**src/rtl/picomips_pkg.sv**
```systemverilog
`default_nettype none
// ============================================================================
//  Module      : picomips_pkg
//  Description : Shared picoMIPS constants and types for the multiply engine.
//  Revision    : 1.0 - initial release
// ============================================================================
package picomips_pkg;

    localparam int MUL_WIDTH = 8;

    // Decoder and multiply controller share this encoding for MULTI.
    localparam int               OPCODE_W  = 6;
    localparam logic [OPCODE_W-1:0] OPC_MULTI = 6'b000110;

    typedef enum logic [1:0] {
        IDLE = 2'd0,
        RUN  = 2'd1,
        DONE = 2'd2
    } mul_state_t;

endpackage
`default_nettype wire

```
**src/rtl/mul_shift_add_dp.sv**
```systemverilog
`default_nettype none
// ============================================================================
//  Module      : mul_shift_add_dp
//  Description : Right-shift shift-add multiplier datapath (accumulator,
//                multiplier shift register, adder). Signed operation when
//                MUL_SEQUENCER_SIGNED_EN is defined.
//  Revision    : 1.0 - initial release
// ============================================================================
module mul_shift_add_dp
    import picomips_pkg::*;
#(
    parameter int WIDTH     = MUL_WIDTH,
    parameter bit HIGH_HALF = 1'b1
) (
    input  logic             clk,
    input  logic             reset,
    input  logic             load,
    input  logic             step,
    input  logic             last,
    input  logic [WIDTH-1:0] a,
    input  logic [WIDTH-1:0] b,
    output logic [WIDTH-1:0] half_next
);

`ifdef MUL_SEQUENCER_SIGNED_EN
    localparam logic c_SIGNED = 1'b1;
`else
    localparam logic c_SIGNED = 1'b0;
`endif

    logic [WIDTH-1:0] r_mcand;
    logic [WIDTH-1:0] r_acc;
    logic [WIDTH-1:0] r_mplr;
    logic [WIDTH:0]   w_acc_ext;
    logic [WIDTH:0]   w_mc_ext;
    logic [WIDTH:0]   w_sum;
    logic             w_sub;

    // Extra top bit holds the unsigned carry or the signed extension.
    assign w_acc_ext = {c_SIGNED & r_acc[WIDTH-1], r_acc};
    assign w_mc_ext  = {c_SIGNED & r_mcand[WIDTH-1], r_mcand};
    assign w_sub     = c_SIGNED & last;

    always_comb begin
        w_sum = w_acc_ext;
        if (r_mplr[0]) begin
            w_sum = w_sub ? (w_acc_ext - w_mc_ext) : (w_acc_ext + w_mc_ext);
        end
    end

    always_ff @(posedge clk) begin
        if (reset) begin
            r_mcand <= '0;
            r_acc   <= '0;
            r_mplr  <= '0;
        end else if (load) begin
            r_mcand <= a;
            r_mplr  <= b;
            r_acc   <= '0;
        end else if (step) begin
            r_acc  <= w_sum[WIDTH:1];
            r_mplr <= {w_sum[0], r_mplr[WIDTH-1:1]};
        end
    end

    // Half of the product as it will stand after the current step.
    generate
        if (HIGH_HALF) begin : g_high
            assign half_next = w_sum[WIDTH:1];
        end else begin : g_low
            assign half_next = {w_sum[0], r_mplr[WIDTH-1:1]};
        end
    endgenerate

endmodule
`default_nettype wire

```
**src/rtl/mul_sequencer.sv**
```systemverilog
`default_nettype none
// ============================================================================
//  Module      : mul_sequencer
//  Description : Multi-cycle MULTI engine: stalls the PC for WIDTH+1 cycles,
//                then pulses wr_en with the selected product half.
//                Define MUL_SEQUENCER_SIGNED_EN for two's complement operands.
//  Revision    : 1.0 - initial release
// ============================================================================
module mul_sequencer
    import picomips_pkg::*;
#(
    parameter int WIDTH     = MUL_WIDTH,
    parameter bit HIGH_HALF = 1'b1
) (
    input  logic             clk,
    input  logic             reset,
    input  logic             start,
    input  logic [WIDTH-1:0] a,
    input  logic [WIDTH-1:0] b,
    output logic             stall,
    output logic             wr_en,
    output logic [WIDTH-1:0] result,
    output logic             busy
);

    localparam int               c_CW   = (WIDTH > 1) ? $clog2(WIDTH) : 1;
    localparam logic [c_CW-1:0]  c_LAST = c_CW'(WIDTH - 1);

    mul_state_t       r_state;
    mul_state_t       w_next_state;
    logic [c_CW-1:0]  r_count;
    logic [WIDTH-1:0] r_result;
    logic [WIDTH-1:0] w_half_next;
    logic             w_load;
    logic             w_step;
    logic             w_last;

    assign w_last = (r_count == c_LAST);
    assign result = r_result;

    always_comb begin
        w_next_state = r_state;
        stall        = 1'b0;
        wr_en        = 1'b0;
        busy         = 1'b0;
        w_load       = 1'b0;
        w_step       = 1'b0;
        case (r_state)
            IDLE: begin
                // Freeze the PC in the very cycle MULTI is decoded.
                stall = start;
                if (start) begin
                    w_load       = 1'b1;
                    w_next_state = RUN;
                end
            end
            RUN: begin
                stall  = 1'b1;
                busy   = 1'b1;
                w_step = 1'b1;
                if (w_last) begin
                    w_next_state = DONE;
                end
            end
            DONE: begin
                wr_en        = 1'b1;
                busy         = 1'b1;
                w_next_state = IDLE;
            end
            default: begin
                w_next_state = IDLE;
            end
        endcase
    end

    always_ff @(posedge clk) begin
        if (reset) begin
            r_state  <= IDLE;
            r_count  <= '0;
            r_result <= '0;
        end else begin
            r_state <= w_next_state;
            if (w_load) begin
                r_count <= '0;
            end else if (w_step) begin
                r_count <= r_count + 1'b1;
            end
            if (w_step && w_last) begin
                r_result <= w_half_next;
            end
        end
    end

    mul_shift_add_dp #(
        .WIDTH     (WIDTH),
        .HIGH_HALF (HIGH_HALF)
    ) u_dp (
        .clk       (clk),
        .reset     (reset),
        .load      (w_load),
        .step      (w_step),
        .last      (w_last),
        .a         (a),
        .b         (b),
        .half_next (w_half_next)
    );

endmodule
`default_nettype wire
```
**config.mk**
```make
export PLATFORM = sky130hd
export DESIGN_NAME = mul_sequencer
export DESIGN_NICKNAME = d
export VERILOG_FILES = /design/src/rtl/picomips_pkg.sv /design/src/rtl/mul_shift_add_dp.sv /design/src/rtl/mul_sequencer.sv
export SDC_FILE = /design/constraint.sdc
export NUM_CORES = 1
export LEC_CHECK = 0
export BUFFER_PORTS_ARGS = -buffer_cell sky130_fd_sc_hd__buf_4
export CAP_MARGIN = 20
export CORE_UTILIZATION = 60
export DETAILED_ROUTE_END_ITERATION = 8
export GPL_ROUTABILITY_DRIVEN = 0
export MAX_ROUTING_LAYER = met4
export PLACE_DENSITY_LB_ADDON = 0.25
export SKIP_LAST_GASP = 1
export SLEW_MARGIN = 40
export SYNTH_ARGS = -nofsm -noshare
export SYNTH_HDL_FRONTEND = slang
export SYNTH_SLANG_ARGS = --single-unit
export TNS_END_PERCENT = 50
```
**constraint.sdc**
```tcl
create_clock -name clk -period 6.5 [get_ports clk]
set_clock_uncertainty 0.15 [all_clocks]
set_input_delay 1.3 -clock clk [delete_from_list [all_inputs] [get_ports clk]]
set_output_delay 1.3 -clock clk [all_outputs]
set_load 0.02 [all_outputs]
```
==> results of run 1 <==
metrics by stage:
step	cell area (sq um)	power, mW	hold WS, ps
after detailed placement	2080	0.380	309
after global placement	2080	0.372	300
final	2130	0.493	320
after global routing	2130	0.521	365
after floorplan	1870	0.349	290
after CTS	2130	0.492	324
flip-flops by register name (all words and copies together) (netlist names):
signal        flops
result            8
u_dp.r_mplr       8
u_dp.r_acc        8
r_count           3
u_dp.r_mcand      8
r_state           2
cell usage in the layout (no fill, tap or decap), types with 5 or more instances in the layout:
cell,synthesis,final
buf_4,0,30
a211oi_1,15,15
nand2_1,21,21
clkbuf_4,0,5
mux2i_1,15,15
a21oi_1,17,17
nor2_1,27,27
o21ai_0,9,9
inv_1,7,7
dfxtp_1,37,37
ha_1,14,14
final timing paths:
kind,from,end,slack [ps],cells after the start
worst max register to register,u_dp.r_acc[0]$_SDFFE_PP0P_,result[5]$_SDFFE_PP0P_,4260,8
worst max-delay path,start,stall,2820,4
worst min register to register,u_dp.r_mcand[3]$_SDFFE_PP0P_,u_dp.r_mcand[3]$_SDFFE_PP0P_,320,2
worst min-delay path,u_dp.r_mcand[3]$_SDFFE_PP0P_,u_dp.r_mcand[3]$_SDFFE_PP0P_,320,2
cell families (layout without fill, tap and decap cells):
family | count (synthesis) | in the layout | share of synthesized area (%)
AOI/OAI and AO/OA | 56 | 56 | 19.9
xor gates and xnor gates | 3 | 3 | 1.41
adders and majority gates | 15 | 15 | 10.4
buffers and inverters | 19 | 45 | 4.02
DFF | 37 | 37 | 39.7
muxes | 16 | 16 | 8.84
and+or+nand+nor | 64 | 64 | 15.7
worst reg2reg max path: stages, from the launching register on:
cell	delay [ps]
dfxtp_1	380
ha_1	200
inv_1	60
fa_1	420
nor2b_4	150
o2111a_1	210
a211oi_2	70
mux2_4	320
a311oi_2	220
where the power goes:
group	internal [mW]	leakage (nW)	total, mW	switching, mW
registers	0.244	0.302	0.259	0.0147
clock network	0.0412	0.0320	0.117	0.0760
logic	0.0512	0.572	0.117	0.0659
total	0.336	0.907	0.493	0.157
area by class of cell:
cell class / instances / area, sq um / share of cell area (%)
tap: 31 / 38.8 / 1.82
clock buffer: 6 / 41.3 / 1.93
sequential: 37 / 741 / 34.7
timing repair buffer: 30 / 225 / 10.6
inverter: 7 / 26.3 / 1.23
multi-input combinational: 154 / 1050 / 49.3
clock inverter: 2 / 10.0 / 0.469
metal layers:
layer	vias to the layer above	part of all wire, %	GRT usage [%]
li1	791	-	-
met1	711	44	29.2
met2	60	47	44.0
met3	9	7.2	7.81
met4	0	1.4	8.84
met5	-	0	-
==> flow_metrics.tcl, run 1 <==
set metrics [dict create \
    timing.critical_path.mode_cell "buf_4" \
    largest_net_degree_at_the_start_of_global_routing 32 \
    grt_pass1_wl_um 6420 \
    critical-path-top-delay-family "simple AND/OR/NAND/NOR gates" \
    mappedNetlistArea_sq_mm 0.00187 \
    syn-num-nets 244 \
    core_area_sq_mm 0.00285 \
    initialDrtViolationCount 67 \
    synth.yosys.warnings 0 \
    die-width_um 57.8 \
    yosys_register_bits 37 \
    ys_top_cells_by_area "dfxtp_1, ha_1, mux2i_1" \
    yosysTopAreaCellShare_pct 39.7 \
    achievable-frequency_ghz 0.272 \
    post_cts_setup_buffer_count 0 \
    clock_insertion_delay_worst_skew_ps 350 \
    cp_cell_sequence "buf_4 -> nand2_1 -> nand2b_1 -> buf_4" \
    routed_wl_um 3660 \
    hold_buffers 0 \
    cts_buffers 5 \
    design.die.area_sq_mm 0.00334 \
    synth_largest_area_cell "dfxtp_1" \
    cellLeakagePower_nw 0.907 \
    setup_viol_count_final 0 \
    fraction_of_the_cycle_the_final_worst_path_needs_pct 56.6 \
    timing.critical_path.to_type "output pin" \
    worst-slew-pin-transition_ps 712 \
    path_clk_slew_ps 100 \
    finish.cell_count_without_fillers 267 \
    nNetsFinal 269 \
    clock_tree.root_cell "clkbuf_4" \
    rsz0062_at_grt "false" \
    cell_variety_after_synth 37 \
    violations "design-rule violations" \
    fin_ws_ps 2820 \
    critical_path.max_fanout 24 \
    period_needed_ps 3680 \
    crit_path_top_delay_cell "nand2_1" \
    cts-htree-levels 2 \
    dpl.hpwl_um 2690 \
    grt_pass1_vias 1529 \
    finish.utilization_pct 74.8 \
    nFillCells 227 \
    detailroute.via_count 1571 \
    syn_inst 210 \
    power.ir.vdd_worst_mv 0.141 \
    drt-wirelength-per-cell_um 13.7 \
    die_h_um 57.8 \
    cp_num_buf_inv 2 \
    yosysSeqAreaShare_pct 39.7 \
    total_placed_cells_including_tap_cells 259 \
    cell_with_the_most_instances_after_synthesis "dfxtp_1" \
    detail-route-antenna-nets 0 \
    average_size_of_a_mapped_cell_sq_um 8.90 \
    synth-main-ff-cell "dfxtp_1" \
    flow.area_growth_from_synthesis_pct 14.3 \
    critPathArrivalTime_ps 2230 \
    netlist_top_cells_count "dfxtp_1, nor2_1, nand2_1, a21oi_1" \
    drc 4 \
    worstSetupStartpointType "input pin" \
    global_route.usage.total_pct 26.0 \
    initial_utilization_pct 65.5 \
    min-delay-path-class "register to register" \
    max_slew_margin_pct 52.4 \
    grt_antenna_before_repair 0 \
    drt_pass1_iterations 6 \
    cts_tree "yes" \
    floorplan.rows 19 \
    cellPowerDensity_mw_per_mm2 231 \
    timing.critical_path.required_ps 5050 \
    outcome "finished with violations" \
    port_buffers 29 \
    final_hold_viols 0 \
    count_of_flip_flops_with_a_built_in_enable_after_synthesis 0 \
    max_clock_buf_depth 2 \
    diodes 0 \
    path_class "input pin to output pin" \
    gr-total-overflow 0 \
    max_slew_vio_count 0 \
    postSynth.asyncResetShare_pct 0 \
    clkSinkCount 37 \
    cts.repair.resized 0 \
    setup-tns-final_ps 0 \
    max_cap_violations 0 \
    avgViaCountPerCell 5.88 \
    post_route_cells_drive_above_1_share_pct 17.8 \
    preCtsSetupSlack_ps 2810 \
    maximum_cell_stage_delay_along_the_critical_path_ps 520 \
    floorplan.io_pins 30 \
]
Note: power is estimated with default switching activity, not from simulation.
==> run 2, diff against run 1 <==
--- a/config.mk
+++ b/config.mk
@@ -5,9 +5,10 @@
 export SDC_FILE = /design/constraint.sdc
 export NUM_CORES = 1
 export LEC_CHECK = 0
+export ABC_AREA = 1
 export BUFFER_PORTS_ARGS = -buffer_cell sky130_fd_sc_hd__buf_4
 export CAP_MARGIN = 20
-export CORE_UTILIZATION = 60
+export CORE_UTILIZATION = 51
 export DETAILED_ROUTE_END_ITERATION = 8
 export GPL_ROUTABILITY_DRIVEN = 0
 export MAX_ROUTING_LAYER = met4
==> constraint.sdc (replaced) <==
create_clock -name clk -period 3.3 [get_ports clk]
set_clock_uncertainty 0.15 [all_clocks]
set_input_delay 0.66 -clock clk [delete_from_list [all_inputs] [get_ports clk]]
set_output_delay 0.66 -clock clk [all_outputs]
set_load 0.02 [all_outputs]
==> run 2 against run 1 <==
Compared with the run above: the run now ends clean; final cell count is 36% higher; total power is 110% higher; wire length is 12% higher; setup slack worse by 1900 ps; critical endpoint unchanged; highest routed layer unchanged.
==> flow_metrics.tcl, run 2 <==
set metrics [dict create \
    outcome "completed" \
    dpl_cell_area_sq_mm 0.00220 \
    floorplan.rows 22 \
    syn-num-nets 319 \
    clock_tree.root_cell "clkbuf_8" \
    average_size_of_a_mapped_cell_sq_um 6.95 \
    netlist_top_cells_count "nand2_1, inv_1, nor2_1, dfxtp_1, o21ai_0" \
    avgViaCountPerCell 5.01 \
    r2r_slack_ps 1350 \
    routed_wl_um 4080 \
    cp_cell_sequence "inv_1 -> ha_1 -> buf_4 -> inv_2 -> nand2_1 -> buf_4" \
    drt_pass1_iterations 4 \
    final_common_cell "nand2_1" \
    detailroute.via_count 1817 \
    postSynth.asyncResetShare_pct 0 \
    synth-main-ff-cell "dfxtp_1" \
    largest_net_degree_at_the_start_of_global_routing 20 \
    diodes 0 \
    die_h_um 64.3 \
    total_placed_cells_including_tap_cells 356 \
    postLayoutCellArea_sq_mm 0.00229 \
    cp_num_buf_inv 4 \
    syn_inst 285 \
    timing.critical_path.required_ps 2490 \
    dpl.hpwl_um 3000 \
    cell_variety_after_synth 27 \
    initialDrtViolationCount 75 \
    die-width_um 64.3 \
    grt_pass1_vias 1703 \
    min-delay-path-class "register to register" \
    p_total_mw 1.06 \
    rsz0062_at_grt "false" \
    cts.repair.resized 0 \
    yosysTopAreaCellShare_pct 37.4 \
    critical-path-top-delay-family "buffers and inverters" \
    fraction_of_the_cycle_the_final_worst_path_needs_pct 72.2 \
    max_slew_vio_count 0 \
    yosysSeqAreaShare_pct 37.4 \
    cell_with_the_most_instances_after_synthesis "nand2_1" \
    finish.cell_count_without_fillers 363 \
    setup_viol_count_final 0 \
    hold_buffers 0 \
    cts_buffers 5 \
    layout.cells.most_common_list "nand2_1, inv_1, nor2_1" \
    gr-total-overflow 0 \
    drc 0 \
    worst-slew-pin-transition_ps 493 \
    cellLeakagePower_nw 1.20 \
    final_hold_viols 0 \
    port_buffers 29 \
    flow.area_growth_from_synthesis_pct 15.7 \
    yosys_register_bits 37 \
    count_of_flip_flops_with_a_built_in_enable_after_synthesis 0 \
    fin_ws_ps 919 \
    cts_tree "yes" \
    nNetsFinal 349 \
    mappedNetlistArea_sq_mm 0.00198 \
    clkSinkCount 37 \
    design.die.area_sq_mm 0.00414 \
    worstSetupStartpointType "register" \
    synth.yosys.warnings 0 \
    path_clk_slew_ps 70 \
    crit_path_top_delay_cell "dfxtp_1" \
    setup-tns-final_ps 0 \
    critPathArrivalTime_ps 1570 \
    drt-wirelength-per-cell_um 11.2 \
    post_route_cells_drive_above_1_share_pct 13.7 \
    ys_top_cells_by_area "dfxtp_1, nand2_1, ha_1" \
    power.ir.vdd_worst_mv 0.361 \
    cts-htree-levels 2 \
    timing.critical_path.mode_cell "buf_4" \
    grt_antenna_before_repair 0 \
    preCtsSetupSlack_ps 1150 \
    cellPowerDensity_mw_per_mm2 462 \
    max_cap_violations 0 \
    post_cts_setup_buffer_count 0 \
    detail-route-antenna-nets 0 \
    timing.critical_path.to_type "output pin" \
    achievable-frequency_ghz 0.420 \
    initial_utilization_pct 53.7 \
    floorplan.io_pins 30 \
    grt_pass1_wl_um 7280 \
    period_needed_ps 2380 \
    max_slew_margin_pct 67.1 \
    critical_path.max_fanout 19 \
    clock_insertion_delay_worst_skew_ps 290 \
    maximum_cell_stage_delay_along_the_critical_path_ps 350 \
    global_route.usage.total_pct 24.0 \
    core_area_sq_mm 0.00369 \
    max_clock_buf_depth 2 \
    synth_largest_area_cell "dfxtp_1" \
    path_class "register to output pin" \
]
==> run 2: changes by cell type in the layout (fill, tap and decap cells not counted), sizes merged, moves of 4 or more <==
| cell | before | now |
|---|---|---|
| a211oi | 16 | 0 |
| nand3 | 0 | 20 |
| nor2 | 27 | 43 |
| nand2b | 4 | 0 |
| nand2 | 21 | 65 |
| o21ai | 9 | 21 |
| inv | 7 | 46 |
| mux2i | 15 | 0 |
==> run 2: layer usage <==
metal | global-route usage (%) | wire [um]
met1 | 26.7 | 1850
met5 | - | 0
met2 | 40.3 | 1960
met4 | 9.17 | 80
met3 | 6.96 | 188
==> run 2: kinds of logic (layout without fill, tap and decap cells) <==
kind of cell | after synthesis | in the layout | share of synthesized area (%)
DFF | 37 | 37 | 37.4
and+or+nand+nor | 134 | 134 | 27.9
AOI/OAI and AO/OA | 44 | 44 | 12.2
buffers and inverters | 54 | 84 | 12.2
adders and majority gates | 15 | 15 | 9.85
xor gates and xnor gates | 1 | 1 | 0.442
==> run 2: layout make-up <==
| class | count | area (sq um) |
|---|---|---|
| Clock buffer | 7 | 86.3 |
| Fill cell | 370 | 1400 |
| Inverter | 46 | 173 |
| Multi-Input combinational cell | 194 | 998 |
| Sequential cell | 37 | 741 |
| Tap cell | 48 | 60.1 |
| Timing Repair Buffer | 31 | 233 |
==> run 2: worst paths after layout <==
| check | from | to | cells after the start |
|---|---|---|---|
| worst max-delay path | r_state[1]$_SDFFE_PP0P_ | stall | 6 |
| worst min-delay path | u_dp.r_mplr[7]$_SDFFE_PP0N_ | u_dp.r_mplr[6]$_SDFFE_PP0N_ | 2 |
| worst max register to register | u_dp.r_acc[0]$_SDFFE_PP0P_ | result[5]$_SDFFE_PP0P_ | 13 |
| worst min register to register | u_dp.r_mplr[7]$_SDFFE_PP0N_ | u_dp.r_mplr[6]$_SDFFE_PP0N_ | 2 |
==> run 2: through the flow <==
| step | hold slack, ps | utilization [%] |
|---|---|---|
| after floorplan | 293 | - |
| after global placement | 317 | 59.8 |
| after detailed placement | 315 | 59.8 |
| after CTS | 326 | 62.1 |
| after global routing | 344 | 62.1 |
| final | 327 | 62.1 |
==> run 2: power by group <==
| part | internal [mW] | switching [mW] |
|---|---|---|
| combinational | 0.0921 | 0.142 |
| sequential | 0.480 | 0.0224 |
| clock | 0.166 | 0.156 |
==> run 2: worst register-to-register path: cells and delay by family, from the launching register on <==
kind                     cells  cell delay, ps
flip-flops                   1             350
adder cells (fa/ha/maj)      2             540
AND/OR/NAND/NOR              8             630
buffers and inverters        3             190
==> run 3, diff against run 2 <==
--- a/config.mk
+++ b/config.mk
@@ -5,10 +5,10 @@
 export SDC_FILE = /design/constraint.sdc
 export NUM_CORES = 1
 export LEC_CHECK = 0
-export ABC_AREA = 1
+export ABC_AREA = 0
 export BUFFER_PORTS_ARGS = -buffer_cell sky130_fd_sc_hd__buf_4
 export CAP_MARGIN = 20
-export CORE_UTILIZATION = 51
+export CORE_UTILIZATION = 55
 export DETAILED_ROUTE_END_ITERATION = 8
 export GPL_ROUTABILITY_DRIVEN = 0
 export MAX_ROUTING_LAYER = met4
==> constraint.sdc (replaced) <==
create_clock -name clk -period 2.5 [get_ports clk]
set_clock_uncertainty 0.15 [all_clocks]
set_input_delay 0.5 -clock clk [delete_from_list [all_inputs] [get_ports clk]]
set_output_delay 0.5 -clock clk [all_outputs]
set_load 0.02 [all_outputs]
==> run 3 against run 2 <==
Compared with the run above: final cell count shrank 22%; via count shrank 15%; global-route usage shrank 0.45 points; sequential power is 32% higher; non-clock buffer count is 2 higher; total power rose by 26%; wire length is 12% lower; setup slack got worse by 710 ps; register-to-register slack worse by 1100 ps; core utilization is 8.0 points higher; count of clock-buffer cells in the layout stayed put; cell area fell by 4.3%; largest power group unchanged.
==> flow_metrics.tcl, run 3 (synthesized netlist as in run 1, its figures left out) <==
set metrics [dict create \
    detail-route-antenna-nets 0 \
    diodes 0 \
    grt_pass1_wl_um 6020 \
    detailroute.via_count 1550 \
    preCtsSetupSlack_ps 246 \
    design.die.area_sq_mm 0.00363 \
    drt-wirelength-per-cell_um 12.8 \
    cts_tree "yes" \
    sequential_cell_area_sq_um 741 \
    floorplan.rows 20 \
    timing.hold.worst_path_depth 3 \
    timing.critical_path.required_ps 2620 \
    cp_num_buf_inv 1 \
    final_common_cell "dfxtp_1" \
    clock_tree.root_cell "clkbuf_4" \
    drt_pass1_iterations 4 \
    rsz0062_at_grt "false" \
    cts_buffers 5 \
    grt_pass1_vias 1427 \
    timing.critical_path.to_type "register" \
    cts-htree-levels 2 \
    dpl.hpwl_um 2700 \
    cellLeakagePower_nw 0.931 \
    worst-slew-pin-transition_ps 519 \
    hold_buffers 0 \
    initialDrtViolationCount 62 \
    avgViaCountPerCell 5.48 \
    cp_num_cells 8 \
    port_buffers 29 \
    worstSetupStartpointType "register" \
    setup_viol_count_final 0 \
    max_cap_violations 0 \
    gr-total-overflow 0 \
    outcome "completed" \
    largest_net_degree_at_the_start_of_global_routing 29 \
    routed_wl_um 3610 \
    post_route_cells_drive_above_1_share_pct 19.2 \
    layout.cells.most_common_list "dfxtp_1, buf_4, nor2_1" \
    max_slew_margin_pct 65.4 \
    min-delay-path-class "input pin to register" \
    core_area_sq_mm 0.00313 \
    power.ir.vdd_worst_mv 0.509 \
    final_hold_viols 0 \
    multi_input_area_sq_mm 0.00105 \
    max_clock_buf_depth 2 \
    achievable-frequency_ghz 0.437 \
    cts.repair.resized 0 \
    clkSinkCount 37 \
    setup-tns-final_ps 0 \
    initial_utilization_pct 59.7 \
    path_class "register to register" \
    crit_path_top_delay_cell "fa_1" \
    period_needed_ps 2290 \
    die-width_um 60.3 \
    critPathArrivalTime_ps 2400 \
    nNetsFinal 272 \
    flow.area_growth_from_synthesis_pct 17.3 \
    maximum_cell_stage_delay_along_the_critical_path_ps 420 \
    ff2ff_path_depth 8 \
    max_slew_vio_count 0 \
    critical-path-top-delay-family "adder cells" \
    nFillCells 270 \
    critical_path.max_fanout 3 \
    floorplan.io_pins 30 \
    fraction_of_the_cycle_the_final_worst_path_needs_pct 91.5 \
    drc 0 \
    die_h_um 60.3 \
    global_route.usage.total_pct 23.5 \
    clock_insertion_delay_worst_skew_ps 350 \
    cp_cell_sequence "ha_1 -> inv_1 -> fa_1 -> nor2b_4 -> o2111a_1 -> a211oi_2 -> mux2_4 -> a311oi_2" \
    grt_antenna_before_repair 0 \
    final_hold_slack_ps 221 \
    fin_ws_ps 213 \
    post_cts_setup_buffer_count 0 \
    path_clk_slew_ps 100 \
    cellPowerDensity_mw_per_mm2 610 \
]
## run 3: changes by cell type in the layout (fill, tap and decap cells not counted), sizes merged, moves of 3 or more
cell and change:
a211oi +16, a21o +3, a21oi +3, inv -39, mux2i +15, nand2 -44, nand2b +4, nand3 -20
nor2 -16, nor2b +3, o21ai -12, or2 -3
## run 3: through the flow
stage | power (mW) | utilization, % | cell area (sq um) | instances
final | 1.34 | 70.1 | 2190 | 283
after global routing | 1.42 | 70.1 | 2190 | 283
after CTS | 1.35 | 70.1 | 2190 | 283
after detailed placement | 0.997 | 67.8 | 2120 | 275
after global placement | 0.988 | 67.8 | 2120 | 275
after floorplan | 0.907 | - | 1870 | 210
## run 3: final timing paths
path / to / start / slack (ps)
max: result[5]$_SDFFE_PP0P_ / u_dp.r_acc[0]$_SDFFE_PP0P_ / 210
min: u_dp.r_mplr[7]$_SDFFE_PP0N_ / b[7] / 220
max reg2reg: result[5]$_SDFFE_PP0P_ / u_dp.r_acc[0]$_SDFFE_PP0P_ / 210
min reg2reg: u_dp.r_mcand[2]$_SDFFE_PP0P_ / u_dp.r_mcand[2]$_SDFFE_PP0P_ / 320
## run 3: where the power goes
group          internal, mW  switching, mW
Combinational         0.142          0.181
Clock                 0.163          0.189
Sequential            0.634         0.0292
Total                 0.939          0.399
## run 3: layer usage
layer  global-route usage [%]  up-vias  routed length (um)
li1                         -      805                   -
met1                     27.4      700                1720
met2                     36.1       33                1640
met3                     6.06       12                 143
met4                     14.0        0                 109
met5                        -        -                   0
## run 3: final cells by class
class / count / share of cell area [%]
clock inverter: 1 / 0.228
timing repair buffer: 33 / 11.3
multi-input combinational: 154 / 48.0
clock buffer: 7 / 2.97
inverter: 7 / 1.20
tap: 44 / 2.51
sequential: 37 / 33.8
## run 3: worst reg2reg max path, delay by kind of cell, from the launching register on
kind            cells  cell delay, ps
simple gates        1             150
compound gates      3             510
mux                 1             320
buf+inv             1              70
fa+ha+maj           2             630
flops               1             370
